### src/rtl/kd_search_ctrl.sv
// Nearest-center search sequencer for a heap-indexed kd-tree of centers.
// Descends root->leaf along the CE's first_direction, then backtracks via a node stack.
module kd_search_ctrl #(
  parameter int unsigned Dim       = 3,
  parameter int unsigned DataRange = 255,
  parameter int unsigned Depth     = 4,
  parameter int unsigned DataW     = Dim * $clog2(DataRange + 1),
  parameter int unsigned MemLat    = 1,
  parameter int unsigned CeLat     = 1,
  localparam int unsigned AxisW    = (Dim > 1) ? $clog2(Dim) : 1
) (
  input  logic             clk_i,
  input  logic             rst_ni,
  input  logic             pt_valid_i,
  output logic             pt_ready_o,
  input  logic [DataW-1:0] pt_data_i,
  output logic             node_rd_o,
  output logic [Depth-1:0] node_addr_o,
  input  logic [DataW-1:0] node_data_i,
  output logic             ce_en_o,
  output logic             ce_point_prop_o,
  output logic             ce_returned_o,
  output logic [AxisW-1:0] ce_axis_o,
  output logic [DataW-1:0] ce_left_o,
  output logic [DataW-1:0] ce_parent_o,
  output logic [DataW-1:0] ce_right_o,
  input  logic             ce_first_direction_i,
  input  logic             ce_other_branch_i,
  input  logic [DataW-1:0] ce_new_parent_i,
  output logic             res_valid_o,
  input  logic             res_ready_i,
  output logic [Depth-1:0] res_idx_o,
  output logic [DataW-1:0] res_data_o,
  output logic             busy_o
);

  localparam int unsigned LvlW   = $clog2(Depth);
  localparam int unsigned StkN   = Depth - 1;
  localparam int unsigned CntMax = (MemLat > CeLat) ? MemLat : CeLat;
  localparam int unsigned CntW   = $clog2(CntMax + 1);

  typedef enum logic [2:0] {StIdle, StFetch, StWait, StEval, StPop, StDone} state_e;

  typedef struct packed {
    logic [Depth-1:0] idx;
    logic             dir;
    logic             done;
  } entry_t;

  state_e           state_q, state_d;
  logic [Depth-1:0] cur_q, cur_d, best_idx_q, best_idx_d;
  logic [LvlW-1:0]  level_q, level_d, sp_q, sp_d;
  logic [CntW-1:0]  cnt_q, cnt_d;
  logic             first_q, first_d, ret_q, ret_d, dir_q, dir_d;
  logic [DataW-1:0] point_q, point_d, node_q, node_d, best_q, best_d;
  entry_t           stk_q [StkN];
  entry_t           push_entry, top;
  logic             push;

  logic             pt_ready_q, busy_q, node_rd_q, ce_en_q, ce_ret_q, res_valid_q;
  logic [Depth-1:0] node_addr_q, res_idx_q;
  logic [AxisW-1:0] ce_axis_q;
  logic [DataW-1:0] ce_left_q, ce_parent_q, ce_right_q, res_data_q;

  always_comb begin
    state_d    = state_q;
    cur_d      = cur_q;
    best_idx_d = best_idx_q;
    level_d    = level_q;
    sp_d       = sp_q;
    cnt_d      = cnt_q;
    first_d    = first_q;
    ret_d      = ret_q;
    dir_d      = dir_q;
    point_d    = point_q;
    node_d     = node_q;
    best_d     = best_q;
    push       = 1'b0;
    push_entry = '0;
    top        = (sp_q != '0) ? stk_q[sp_q - 1'b1] : '0;

    unique case (state_q)
      StIdle: begin
        if (pt_valid_i) begin
          point_d    = pt_data_i;
          cur_d      = Depth'(1);
          level_d    = '0;
          first_d    = 1'b1;
          ret_d      = 1'b0;
          best_d     = '0;
          best_idx_d = '0;
          state_d    = StFetch;
        end
      end
      StFetch: begin
        cnt_d   = '0;
        state_d = StWait;
      end
      StWait: begin
        if (cnt_q == CntW'(MemLat - 1)) begin
          node_d  = node_data_i;
          cnt_d   = '0;
          state_d = StEval;
        end else begin
          cnt_d = cnt_q + 1'b1;
        end
      end
      StEval: begin
        if (cnt_q == CntW'(CeLat)) begin
          cnt_d = '0;
          if (!ret_q) begin
            if (first_q) begin
              best_d     = node_q;
              best_idx_d = Depth'(1);
              first_d    = 1'b0;
            end else begin
              best_d = ce_new_parent_i;
              if (ce_new_parent_i == node_q) best_idx_d = cur_q;
            end
            if (cur_q[Depth-1]) begin
              state_d = StPop;
            end else begin
              push       = 1'b1;
              push_entry = '{idx: cur_q, dir: ce_first_direction_i, done: 1'b0};
              // dir=1 selects the left child (2*cur)
              cur_d      = {cur_q[Depth-2:0], ~ce_first_direction_i};
              level_d    = level_q + 1'b1;
              state_d    = StFetch;
            end
          end else if (ce_other_branch_i) begin
            push       = 1'b1;
            push_entry = '{idx: cur_q, dir: dir_q, done: 1'b1};
            cur_d      = {cur_q[Depth-2:0], dir_q};
            level_d    = level_q + 1'b1;
            ret_d      = 1'b0;
            state_d    = StFetch;
          end else begin
            state_d = StPop;
          end
        end else begin
          cnt_d = cnt_q + 1'b1;
        end
      end
      StPop: begin
        if (sp_q == '0) begin
          state_d = StDone;
        end else begin
          sp_d = sp_q - 1'b1;
          if (!top.done) begin
            cur_d   = top.idx;
            dir_d   = top.dir;
            // an entry's stack slot equals its tree level
            level_d = sp_q - 1'b1;
            ret_d   = 1'b1;
            state_d = StFetch;
          end
        end
      end
      StDone: begin
        if (res_ready_i) state_d = StIdle;
      end
      default: state_d = StIdle;
    endcase

    if (push) sp_d = sp_q + 1'b1;
  end

  always_ff @(posedge clk_i or negedge rst_ni) begin
    if (!rst_ni) begin
      state_q     <= StIdle;
      cur_q       <= '0;
      best_idx_q  <= '0;
      level_q     <= '0;
      sp_q        <= '0;
      cnt_q       <= '0;
      first_q     <= 1'b0;
      ret_q       <= 1'b0;
      dir_q       <= 1'b0;
      point_q     <= '0;
      node_q      <= '0;
      best_q      <= '0;
      for (int i = 0; i < StkN; i++) stk_q[i] <= '0;
      pt_ready_q  <= 1'b1;
      busy_q      <= 1'b0;
      node_rd_q   <= 1'b0;
      node_addr_q <= '0;
      ce_en_q     <= 1'b0;
      ce_ret_q    <= 1'b0;
      ce_axis_q   <= '0;
      ce_left_q   <= '0;
      ce_parent_q <= '0;
      ce_right_q  <= '0;
      res_valid_q <= 1'b0;
      res_idx_q   <= '0;
      res_data_q  <= '0;
    end else begin
      state_q    <= state_d;
      cur_q      <= cur_d;
      best_idx_q <= best_idx_d;
      level_q    <= level_d;
      sp_q       <= sp_d;
      cnt_q      <= cnt_d;
      first_q    <= first_d;
      ret_q      <= ret_d;
      dir_q      <= dir_d;
      point_q    <= point_d;
      node_q     <= node_d;
      best_q     <= best_d;
      if (push) stk_q[sp_q] <= push_entry;
      // Outputs are registered from the next state so they align with state_q.
      pt_ready_q  <= (state_d == StIdle);
      busy_q      <= (state_d != StIdle);
      node_rd_q   <= (state_d == StFetch);
      node_addr_q <= (state_d == StFetch) ? cur_d : '0;
      ce_en_q     <= (state_d == StEval);
      ce_ret_q    <= (state_d == StEval) && ret_d;
      ce_axis_q   <= (state_d == StEval) ? AxisW'(32'(level_d) % Dim) : '0;
      ce_left_q   <= (state_d == StEval) ? node_d : '0;
      ce_parent_q <= (state_d == StEval) ? point_d : '0;
      ce_right_q  <= (state_d == StEval) ? best_d : '0;
      res_valid_q <= (state_d == StDone);
      res_idx_q   <= (state_d == StDone) ? best_idx_d : '0;
      res_data_q  <= (state_d == StDone) ? best_d : '0;
    end
  end

  assign pt_ready_o      = pt_ready_q;
  assign busy_o          = busy_q;
  assign node_rd_o       = node_rd_q;
  assign node_addr_o     = node_addr_q;
  assign ce_en_o         = ce_en_q;
  assign ce_point_prop_o = ce_en_q;
  assign ce_returned_o   = ce_ret_q;
  assign ce_axis_o       = ce_axis_q;
  assign ce_left_o       = ce_left_q;
  assign ce_parent_o     = ce_parent_q;
  assign ce_right_o      = ce_right_q;
  assign res_valid_o     = res_valid_q;
  assign res_idx_o       = res_idx_q;
  assign res_data_o      = res_data_q;

endmodule

### config.mk
export PLATFORM = sky130hd
export DESIGN_NAME = kd_search_ctrl
export DESIGN_NICKNAME = d
export VERILOG_FILES = /design/src/rtl/kd_search_ctrl.sv
export SDC_FILE = /design/constraint.sdc
export NUM_CORES = 1
export LEC_CHECK = 0
export ABC_AREA = 1
export CORE_MARGIN = 5
export CORE_UTILIZATION = 44
export CTS_CLUSTER_DIAMETER = 50
export DETAILED_ROUTE_END_ITERATION = 8
export MAX_ROUTING_LAYER = met4
export PLACE_DENSITY = 0.73
export SLEW_MARGIN = 20
export SYNTH_ARGS = -nofsm -noshare
export SYNTH_HDL_FRONTEND = slang
export SYNTH_SLANG_ARGS = --single-unit
export TNS_END_PERCENT = 10
### constraint.sdc
create_clock -name clk_i -period 2.3 [get_ports clk_i]
set_clock_uncertainty 0.05 [all_clocks]
set_input_delay 0.23 -clock clk_i [delete_from_list [all_inputs] [get_ports clk_i]]
set_output_delay 0.23 -clock clk_i [all_outputs]
set_load 0.01 [all_outputs]
# After elaboration in Yosys (flattened, before gate mapping)
# Cells that the tools add are included.
dict set report word_totals {
  ff_bits 221
  elab_cells 155
  in_bits 78
  output_inout_bits 113
}
dict set report classes {
  n_bitwise 5
  magnitude_cmp 3
  n_mux 82
  div 1
  reduce_logical 13
  add_sub_neg 4
  n_eq_ne 13
}
# operator n
set ops {}
lappend ops {{$mux W24} 12}
lappend ops {{$mux W4} 14}
lappend ops {{$mux W6} 8}
lappend ops {{$pmux W24 S2} 1}
lappend ops {{$mod A2 B2 Y32 const B} 1}
lappend ops {{$mux W3} 9}
lappend ops {{$eq A24 B24 Y1} 1}
lappend ops {{$mux W2} 11}
lappend ops {{$bwmux W18} 1}
lappend ops {{$pmux W3 S6} 1}
lappend ops {{$mux W1} 16}
lappend ops {{$bmux W6 S2} 1}
lappend ops {{$demux W6 S2} 1}
lappend ops {{$pmux W4 S3} 1}
lappend ops {{$eq A3 B2 Y1 const B} 3}
lappend ops {{$eq A3 B3 Y1 const B} 3}
lappend ops {{$ne A2 B2 Y1 const B} 4}
lappend ops {{$pmux W4 S2} 1}
lappend ops {{$eq A3 B1 Y1 const B} 2}
lappend ops {{$ge A3 B3 Y1 const B} 2}
lappend ops {{$logic_not A3 Y1} 2}
lappend ops {{$not A2 Y3} 2}
lappend ops {{$pmux W1 S3} 2}
lappend ops {{$pmux W2 S3} 1}
lappend ops {{other kinds (14)} 21}

# Logic depth before layout (Yosys ltp)
dict set report depth {
  word_depth 11
  ltp_mapped 15
  mapped_depth_nobuf 12
}

# Least setup slack after synthesis
# Ideal clock, no wire load.
dict set report synth_timing {
  path_kind {reg2reg}
  from {register sp_q[0]}
  to {register ce_parent_q[10] (netlist: ce_parent_o[10])}
  setup_slack_ns 0.151
  arrival_time_ns 1.980
  n_path_buf 3
  setup_ns 0.119
  stages_incl_launch_ff 16
  synth_period_minus_slack_ns 2.149
  required_ns 2.131
  cell_sequence {dfrtp_1 > buf_4 > inv_4 > ha_1 > nor2_4 > inv_2 > o21ai_1 > nand2_1 > nand2_1 > nand2_2 > inv_2 > nor2_4 > inv_2 > buf_6 > buf_6 > a21oi_2}
}
dict set report synth_between {
  elab_chain_cells 11
  elab_cells_between_ends 13
  cone_classes {add/sub (1); eq/ne (1); mux (8); bitwise (1); reduce/logical (2)}
}
# element line_no
set synth_rtl {}
lappend synth_rtl {{from (decl)} 52} ;# logic [LvlW-1:0] level_q, level_d, sp_q, sp_d;
lappend synth_rtl {{from (signal assigned)} 201} ;# sp_q <= sp_d;
lappend synth_rtl {{$sub A2 B1 Y2} 80} ;# top = (sp_q != '0) ? stk_q[sp_q - 1'b1] : '0;
lappend synth_rtl {{$not A2 Y3 (not written as such)} 80}
lappend synth_rtl {{$bmux W6 S2} 80}
lappend synth_rtl {{$mux W6 (not written as such) (2 in a row)} 80}
lappend synth_rtl {{$mux W6} 80}
lappend synth_rtl {{$mux W3} 149} ;# if (!top.done) begin
lappend synth_rtl {{$mux W3 *} 145} ;# if (sp_q == '0) begin
lappend synth_rtl {{$pmux W3 S6 *} 82} ;# unique case (state_q)
lappend synth_rtl {{net state_d[0]} 50} ;# state_e state_q, state_d;
lappend synth_rtl {{$eq A3 B2 Y1 *} 219} ;# ce_parent_q <= (state_d == StEval) ? point_d : '0;
lappend synth_rtl {{$mux W24 *} 219}
lappend synth_rtl {{to (signal assigned)} 219}
lappend synth_rtl {{to (decl)} 63} ;# logic [DataW-1:0] ce_left_q, ce_parent_q, ce_right_q, res_data_q;
# The timed path passes the listed nets; every way through them passes the cells marked *. The select of a mux whose other input is x is not followed.
# A chain may end at the register's enable or synchronous reset.

# Worst setup path after layout
dict set report layout_timing {
  from {register state_q[1]}
  to {register ce_right_q[3] (netlist: ce_right_o[3])}
}
dict set report layout_between {
  elab_cells_between_ends 16
  cone_classes {eq/ne (6); mux (9); reduce/logical (1)}
}
# element line_no
set layout_lines {}
lappend layout_lines {{from (decl)} 50}
lappend layout_lines {{from (signal assigned)} 170} ;# state_q <= StIdle;
lappend layout_lines {{from (signal assigned)} 197} ;# state_q <= state_d;
lappend layout_lines {{$eq A3 B2 Y1 or $logic_not A3 Y1 (tied branches)} 82}
lappend layout_lines {{$pmux W24 S2 *} 82}
lappend layout_lines {{net best_d[3]} 55} ;# logic [DataW-1:0] point_q, point_d, node_q, node_d, best_q, best_d;
lappend layout_lines {{$mux W24 *} 220} ;# ce_right_q <= (state_d == StEval) ? best_d : '0;
lappend layout_lines {{to (signal assigned)} 220}
lappend layout_lines {{to (decl)} 63}
# The timed path passes the listed nets; every way through them passes the cells marked *.

==> results.txt <==
The worst register-to-register path begins at state_q[1]. Setup repair after global routing could not meet its margin everywhere. The number of nets in the layout came out at ~1,300. The number of antenna violations at the first check in global routing came out at 0. For this run the aggregate overflow at the end of global routing stands at 0.

In this run the clock root is driven by a clkbuf_16. OpenSTA, run right after detailed placement, puts the worst setup slack at between 0.1 and 0.15 ns. Counting flops with a built-in enable in the synthesized netlist gives 0. The number of setup buffers added after CTS is 0.

The routed metal-1 wire length came out at about 10000 µm. Dividing the final minimum period by the clock period gives 0.931. The total area inside the core boundary comes to around 20,000 µm². When the netlist entered floorplanning its net count stood at 1,048. The highest layer touched by signal routing is met4.

After legalization and detailed placement, the total HPWL measured between 15,000 and 20,000 µm. The part of the total power dissipated in sequential elements is 0.356. The worst setup path is of the flip-flop to flip-flop kind. The proportion of total power due to net switching is 0.373. The area of placed instances is ~11,000 µm².

The number of pins with negative max-slew slack in the final report is 0. The first-pass GRT wire length is 37,000 µm. Entering global routing, the biggest net connects 81 pins. The final critical path time including I/O delays and setup is approximately 2.1 ns. The final hold slack is 0.235 ns.

Detailed routing placed a total of roughly 1400 µm of wire on met3. Synthesis inferred 221 register bits. The cell count after synthesis came out at a little under 1,000. Power comes to about 16 mW. The horizontal die dimension came out at between 150 and 200 µm. The worst-case reg-to-reg path depth is 8.

The kind of end point of the critical path is a flip-flop. After detailed routing, the number of remaining DRC violations is 0. The met2 wire length came out at about 11,000 µm.

The summed area of non-filler cells in the final layout is about 12,000 µm². The floorplan has 52 rows. TritonCTS built the clock tree.

The internal power contribution is roughly 10 mW. The layout filler cell count came out at around 1,700. For this block, the initial DRC count from the detailed router was between 300 and 400. The final worst-path setup slack came out at 0.159 ns. The worst setup slack for register-to-register paths came out at approximately 0.16 ns. The post-synthesis instance area is roughly 9100 µm². The cell leakage power came out at between 5 and 6 nW. The biggest area contributor in the post-synthesis netlist is dfrtp_1.

The CTS buffer count is 25. The number of placed instances, taps included, is roughly 1,400. The biggest fanout along the worst timing path is 21. The final-report setup violation count is 0. The die outline height is 153 µm. The area of the die came out at 23,600 µm². Among all flip-flop cells after synthesis, the most frequent one is dfrtp_1.

Counting distinct cell types in the post-synthesis netlist gives 38. The tightest min-delay check is of the primary input to asynchronous set/reset pin type. The remaining antenna violation count after routing came out at 0. Sorting the synthesized cells by area gives the leading types as dfrtp_1 61%, nand2_1 11%, inv_1 5.6%. The maximum vdd drop came out at slightly below 800 µV. 0 antenna diodes ended up in the layout. The count of endpoints failing hold in the final timing report came out at 0.

Of the cells placed in the final design, the portion with a size suffix greater than 1 is 0.0998. For the pin with the worst max-slew slack, the measured transition is around 0.88 ns. The length of the first detailed-routing pass in iterations is 5. For this block, the via count after detailed routing is 6,924. The total track usage came out at 0.198. The share of synthesized registers carrying an async set or reset came out at 1.00.

The clock insertion delay at the later pin of the skew report came out at between 0.5 and 0.6 ns. In this run the count of I/O pins placed on the die edge is 191. The via count of the first global-routing pass is roughly 7,000. The sequential-to-total area share from yosys stat is 0.611. Of the total power, combinational logic draws 0.397. The via-per-instance ratio came out at around 4.7. The multi-input combinational cell area came out at between 2000 and 3000 µm². At the end of routability-driven placement, the weighted congestion stood at roughly 0.88. The routed design has around 23,000 µm of wire. The run finished with clean final reports. The endpoint of the worst-slack reg-to-reg timing path is ce_right_o[3]. The number of H-tree branching levels is 1. For this configuration, the core starts out at a cell density of 0.448. The worst max-slew margin expressed relative to the limit came out at 0.412. The number of buffers between clock root and the deepest sink is 3. The total of warnings raised by yosys came out at 0. The relative area change from synthesis to final layout is 34.7%. The clock net in this run drives a total of 221 sinks. The highest attainable clock frequency came out at roughly 470 MHz. The sequential cell area came out at approximately 5500 µm².

The number of input and output port buffers inserted came out at between 150 and 200. The share of the synthesized area in the top cell type is 0.608. The power density relative to cell area came out at roughly 1300 nW/µm². The average wire per standard cell came out at around 15 µm.

Of the total power, the clock network draws 0.247. A synthesized cell averages around 9.4 µm². The reported max-cap violation count is 0. The worst path required time is around 2.7 ns. The finished layout holds about 1,500 standard cells, fillers aside. The kind of start point of the critical path is a flip-flop. After clock tree synthesis, the clock-pin slew on the worst setup and hold paths is approximately 0.060 ns. Data arrives at the worst endpoint at between 2 and 2.5 ns.

The net switching power of the design came out at about 6.1 mW.
## worst max path at each step
| stage | startpoint | end | slack, ns | cells after the start |
|---|---|---|---|---|
| 4_1_cts | state_q[1] | ce_right_o[3] | 0.12 | 8 |
| 2_1_floorplan | sp_q[0] | ce_parent_o[10] | 0.15 | 15 |
| 5_1_grt | ret_q | ce_right_o[3] | -0.03 | 7 |
| 3_3_place_gp | ce_other_branch_i | stk_q[6] | 0.14 | 8 |
| 6_report | state_q[1] | ce_right_o[3] | 0.16 | 8 |
| 3_5_place_dp | ce_new_parent_i[4] | res_idx_o[1] | 0.11 | 11 |
## logic make-up (layout without fill, tap and decap cells)
kind of cell | after synthesis | after routing | synth area share
compound gates | 154 | 154 | 0.104
xor+xnor | 14 | 14 | 0.0135
fa+ha+maj | 3 | 3 | 0.00414
buf+inv | 175 | 400 | 0.0821
flops | 221 | 221 | 0.611
mux | 11 | 11 | 0.0122
simple gates | 389 | 389 | 0.173
## critical path, cell delays in order, from the launching register on
cell and delay, ns:
dfrtp_1 0.44, nand2_1 0.13, nor2_2 0.05, inv_2 0.19
nor2_1 0.07, inv_1 0.65, o22ai_1 0.27, inv_1 0.13
nor2_1 0.05
## state kept, by name, indices dropped and copies added (netlist names), 3 cells and up
name and count:
best_q 24, ce_left_o 24, ce_parent_o 24, ce_right_o 24
node_q 24, point_q 24, res_data_o 24, stk_q 18
best_idx_q 4, cur_q 4, node_addr_o 4, res_idx_o 4
state_q 3
## per-layer routing
metal,GRT usage,vias up
li1,-,3402
met1,0.260,3270
met2,0.309,209
met3,0.0452,43
met4,0.0618,0
met5,-,-
## layout by cell type, fill, tap and decap left out, types with 5 or more instances in the layout
| master | instances |
|---|---|
| nand3_1 | 10 |
| nand2_1 | 255 |
| inv_2 | 6 |
| clkbuf_8 | 5 |
| o21ai_0 | 60 |
| nor2_1 | 103 |
| buf_4 | 17 |
| xor2_1 | 5 |
| clkdlybuf4s50_1 | 189 |
| buf_12 | 5 |
| o22ai_1 | 14 |
| a21oi_2 | 21 |
| xnor2_1 | 9 |
| clkbuf_16 | 25 |
| a21oi_1 | 38 |
| mux2i_1 | 11 |
| dfrtp_1 | 220 |
| inv_1 | 135 |
## stage by stage
step                       util  TNS [ns]
after global placement    0.560         0
after detailed placement  0.560         0
after CTS                 0.602         0
after global routing      0.603   -0.0591
final                     0.603         0
after floorplan               -         0
## synthesized netlist by cell type, types with 5 or more instances
master and instances:
a21oi_1 38, a21oi_2 21, buf_2 7, buf_6 9
clkbuf_1 12, dfrtp_1 220, inv_1 135, inv_2 7
mux2i_1 11, nand2_1 255, nand3_1 11, nor2_1 104
o21ai_0 60, o22ai_1 14, xnor2_1 9, xor2_1 5
## power by group through the flow
stage,registers (mW),clock network (mW),logic (mW)
finish,5.80,4.02,6.48
global route,5.94,4.30,7.26
CTS,5.80,4.12,6.57
detailed placement,5.85,0,6.53
global placement,5.83,0,6.38
floorplan,5.94,0,3.98
## cell type report
class                      instances  share of cell area
multi-input combinational        571               0.229
sequential                       221               0.453
timing repair buffer             213               0.176
clock inverter                    10              0.0114
inverter                         143              0.0443
tap                              270              0.0277
clock buffer                      34              0.0581
## repair_timing
item	in CTS	in global routing
endpoints found under the setup margin	0	7
hold buffers	1	0
resized for setup	0	3
hold endpoints to repair	71	0
Note: power is estimated with default switching activity, not from simulation.
